## src/rtl/mult_pkg.sv

```systemverilog
// Shared definitions for the shift-and-add multiplier and its controller.
package mult_pkg;

   typedef enum logic [1:0] {
      ST_MULT_IDLE,
      ST_MULT_CALC,
      ST_MULT_DONE
   } mult_state_t;

   localparam int unsigned MULT_WIDTH = 4;

endpackage

```

## src/rtl/seq_shift_add_multiplier.sv

```systemverilog
// Sequential unsigned shift-and-add multiplier with fixed WIDTH-cycle latency.
// Operands are captured on the start edge; done holds until ena is released.
module seq_shift_add_multiplier
   import mult_pkg::*;
#(
   parameter int unsigned WIDTH = MULT_WIDTH
) (
   input  logic               CLK,
   input  logic               rst,
   input  logic               ena,
   input  logic [WIDTH-1:0]   A,
   input  logic [WIDTH-1:0]   B,
   output logic [2*WIDTH-1:0] Y,
   output logic               done,
   output logic               busy
);

   localparam int unsigned CntW = $clog2(WIDTH + 1);
   localparam int unsigned PW   = 2 * WIDTH;

   mult_state_t     state_q, state_d;
   logic [PW-1:0]   mcand_q, mcand_d;
   logic [WIDTH-1:0] mplr_q, mplr_d;
   logic [PW-1:0]   acc_q, acc_d;
   logic [CntW-1:0] cnt_q, cnt_d;
   logic [PW-1:0]   y_q, y_d;
   logic            done_q, done_d;
   logic            busy_q, busy_d;

   logic [PW-1:0]   acc_next;

   // Partial product for the current iteration; wraps modulo 2^PW.
   assign acc_next = mplr_q[0] ? (acc_q + mcand_q) : acc_q;

   always_comb begin
      state_d = state_q;
      mcand_d = mcand_q;
      mplr_d  = mplr_q;
      acc_d   = acc_q;
      cnt_d   = cnt_q;
      y_d     = y_q;
      done_d  = done_q;
      busy_d  = busy_q;

      case (state_q)
         ST_MULT_IDLE: begin
            done_d = 1'b0;
            busy_d = 1'b0;
            if (ena) begin
               mcand_d = {{WIDTH{1'b0}}, A};
               mplr_d  = B;
               acc_d   = '0;
               cnt_d   = '0;
               busy_d  = 1'b1;
               state_d = ST_MULT_CALC;
            end
         end

         ST_MULT_CALC: begin
            if (!ena) begin
               busy_d  = 1'b0;
               done_d  = 1'b0;
               state_d = ST_MULT_IDLE;
            end else begin
               acc_d   = acc_next;
               mcand_d = mcand_q << 1;
               mplr_d  = mplr_q >> 1;
               cnt_d   = cnt_q + CntW'(1);
               if (cnt_q == CntW'(WIDTH - 1)) begin
                  y_d     = acc_next;
                  done_d  = 1'b1;
                  busy_d  = 1'b0;
                  state_d = ST_MULT_DONE;
               end
            end
         end

         ST_MULT_DONE: begin
            // Result stays put until the controller releases ena.
            if (!ena) begin
               done_d  = 1'b0;
               state_d = ST_MULT_IDLE;
            end
         end

         default: begin
            done_d  = 1'b0;
            busy_d  = 1'b0;
            state_d = ST_MULT_IDLE;
         end
      endcase
   end

   always_ff @(posedge CLK or negedge rst) begin
      if (!rst) begin
         state_q <= ST_MULT_IDLE;
         mcand_q <= '0;
         mplr_q  <= '0;
         acc_q   <= '0;
         cnt_q   <= '0;
         y_q     <= '0;
         done_q  <= 1'b0;
         busy_q  <= 1'b0;
      end else begin
         state_q <= state_d;
         mcand_q <= mcand_d;
         mplr_q  <= mplr_d;
         acc_q   <= acc_d;
         cnt_q   <= cnt_d;
         y_q     <= y_d;
         done_q  <= done_d;
         busy_q  <= busy_d;
      end
   end

   assign Y    = y_q;
   assign done = done_q;
   assign busy = busy_q;

endmodule
```

## config.mk

```make
export PLATFORM = sky130hd
export DESIGN_NAME = seq_shift_add_multiplier
export DESIGN_NICKNAME = d
export VERILOG_FILES = /design/src/rtl/mult_pkg.sv /design/src/rtl/seq_shift_add_multiplier.sv
export SDC_FILE = /design/constraint.sdc
export NUM_CORES = 1
export LEC_CHECK = 0
export CAP_MARGIN = 20
export CORE_UTILIZATION = 55
export CTS_BUF_LIST = sky130_fd_sc_hd__clkbuf_8 sky130_fd_sc_hd__clkbuf_16
export CTS_CLUSTER_DIAMETER = 80
export CTS_CLUSTER_SIZE = 24
export DETAILED_ROUTE_END_ITERATION = 16
export PLACE_DENSITY = 0.78
export SLEW_MARGIN = 15
export SYNTH_ARGS = -nofsm -noshare
export SYNTH_HDL_FRONTEND = slang
export SYNTH_SLANG_ARGS = --single-unit
export TNS_END_PERCENT = 5
```

## constraint.sdc

```tcl
create_clock -name CLK -period 5.65 [get_ports CLK]
set_input_delay 1.13 -clock CLK [delete_from_list [all_inputs] [get_ports CLK]]
set_output_delay 1.13 -clock CLK [all_outputs]
set_load 0.01 [all_outputs]
```

==> impl_metrics.tcl <==
set metrics [dict create \
    die_area_sq_um 3680 \
    area_growth_pct 15.5 \
    crit_fanout 20 \
    startpoint "ena" \
    skew_ns 0.00439 \
    max_stage_delay_ns 0.51 \
    cts_setup_buffers 0 \
    rrSetupSlack_ns 3.49 \
    cts.sinks 35 \
    maxCapViolations 0 \
    worst-path-buf-inv 2 \
    place.gp.congestion 0.872 \
    io_buffers 20 \
    cts_root_buf "clkbuf_8" \
    r2r-end "Y[6]" \
    ys_seq_area_share_pct 46.3 \
    fmaxAchievable_mhz 376 \
    yosys_warnings 0 \
    synth_seq_cells 35 \
    final_cell_mix "dfrtp_1, nand2_1, clkdlybuf4s50_1" \
    worstMarginPinSlew_ns 0.999 \
    finalHoldViolations 0 \
    hold_buffers 0 \
    timing.final.ws_setup_ns 2.99 \
    initial_core_util_pct 60.0 \
    synth.avg_cell_area_sq_um 9.37 \
    synth_cells 202 \
    finalSetupViolCount 0 \
    syn_nets 223 \
    ctsResizeCount 0 \
    core_sq_um 3150 \
    initialDrtViolationCount 57 \
    cts_buffer_depth 2 \
    slew_violations 0 \
    max-slew-margin-rel_pct 33.4 \
    arrival_ns 2.88 \
    critPathTopFamily "simple AND/OR/NAND/NOR gates" \
    place_ws_ns 2.71 \
    min_path_type "reg2reg" \
    netlist_area_sq_um 1890 \
    wl_per_cell_microns 13.7 \
    ant_nets 0 \
    htree_levels 2 \
    route.detailed.drc 0 \
    synth_top_area_share_pct 46.3 \
    power_uw 750 \
    drive_gt1_share_pct 6.36 \
    r2r_start "mcand_q[0]" \
    worstPathRequired_ns 5.88 \
    clkTransAtPathRegs_ns 0.07 \
    fin_nets 240 \
    synth_ff_type "dfrtp_1" \
    critPathKind "in2reg" \
    insertion_delay_ns 0.29 \
    cp-start-kind "primary input" \
    synth_edf_count 0 \
    synthDistinctLibCells 38 \
    antenna_cells 0 \
    grt_max_degree 36 \
    ys_top_cells_by_area "dfrtp_1, nand2_1, ha_1" \
    crit_path_cell_trace "clkdlybuf4s50_1, nor2b_1, buf_4, nand3_1, nor3_1, a21oi_1, nand2_1" \
    cts_made_buffers 5 \
    rsz0062_at_grt "no" \
    cp-end-kind "flop" \
    crit_path_end "Y[6]" \
    fin_crit_ns 2.66 \
    grtUsageTotal_pct 23.3 \
    hold-worst-slack_ns 0.479 \
    finalWirelength_mm 3.61 \
    p_leak_uw 0.00104 \
    io-pin-count 21 \
    finalCritPeriodShare_pct 47.0 \
    cts_tree "built" \
    grt_pass1_vias 1408 \
    via_per_inst 5.55 \
    num_vias 1466 \
    fillerInstances 255 \
    tns_ns 0 \
    placed_area_sq_um 2110 \
    power_density_nw_per_um2 343 \
    final_area_sq_um 2190 \
    die_w_microns 60.7 \
    grt_pass1_wl_mm 6.17 \
    grt-ovfl-total 0 \
    antenna_found_initial 0 \
    die_h_microns 60.7 \
    place_hpwl_mm 2.51 \
    dr.pass1.iters 4 \
    status "complete, no violations" \
    rr_worst_depth 7 \
    yosysTopAreaCell "dfrtp_1" \
    cp.depth 7 \
    cp_slowest_cell "clkdlybuf4s50_1" \
    ys_async_sr_fraction_pct 100 \
    peakVddDrop_v 0.000171 \
    rows 20 \
]
==> registers in the layout, summed over array words and instances, names as in the netlist <==
signal and cells:
done 1, cnt_q 3, busy 1, acc_q 8, mcand_q 8, state_q 2, Y 8, mplr_q 4
==> per-stage QoR <==
step	std cells	utilization, %
floorplan	202	-
global placement	256	66.8
detailed placement	256	66.8
CTS	264	69.4
global route	264	69.4
finish	264	69.4
==> area by class of cell <==
class	count	area, sq um	area share, %
Inverter	5	18.8	0.858
Multi-Input combinational cell	149	933	42.7
Clock inverter	3	12.5	0.572
Clock buffer	5	68.8	3.15
Sequential cell	35	876	40.0
Timing Repair Buffer	23	223	10.2
Tap cell	44	55.1	2.52
==> how the worst min path moves through the flow <==
| stage | slack (ns) | startpoint | depth (start not counted) | end |
|---|---|---|---|---|
| finish | 0.48 | Y[5] | 2 | Y[5] |
| CTS | 0.48 | cnt_q[1] | 2 | cnt_q[1] |
| detailed placement | 0.47 | cnt_q[1] | 2 | cnt_q[1] |
| global route | 0.51 | mplr_q[3] | 2 | mplr_q[3] |
| floorplan | 0.44 | mplr_q[3] | 2 | mplr_q[3] |
| global placement | 0.46 | mplr_q[3] | 2 | mplr_q[3] |
==> cells by family (layout without fill, tap and decap cells) <==
logic type                 count (synthesis)  in the layout  share of synthesized area, %
AOI/OAI and AO/OA                         54             54                          17.6
xor gates and xnor gates                   5              5                          2.31
adders and majority gates                 10             10                          7.01
buffers and inverters                     18             36                          4.43
DFF                                       35             35                          46.3
muxes                                      7              7                          3.70
and+or+nand+nor                           73             73                          18.7
==> cell usage after synthesis (3+ instances only) <==
library cell and number:
nand3b_1 6, a21oi_1 16, nor3_1 3, nor2_1 5
clkbuf_1 7, mux2i_1 7, a22o_1 3, dfrtp_1 35
nand3_1 8, ha_1 9, inv_1 5, nor2b_1 7
xnor2_1 3, a22oi_1 3, nand2_1 35, o21ai_0 18
==> power breakdown <==
part	switching [uW]	leakage [uW]	internal, uW
Clock	86.9	0.0000505	82.8
Sequential	39.6	0.000465	299
Combinational	121	0.000523	121
Total	247	0.00104	502
==> worst min-delay path: stages, from the launching register on <==
cell,delay (ns)
dfrtp_1,0.35
nand2_1,0.04
o21ai_0,0.05
==> routing by layer <==
metal / vias up / GRT usage, % / share of wire [%]
met4: 0 / 11.0 / 1.3
met1: 691 / 28.7 / 47
li1: 741 / - / -
met2: 30 / 38.0 / 47
met3: 4 / 6.61 / 4.2
met5: - / 0 / 0
No activity file was read; power rests on OpenSTA's default activity.
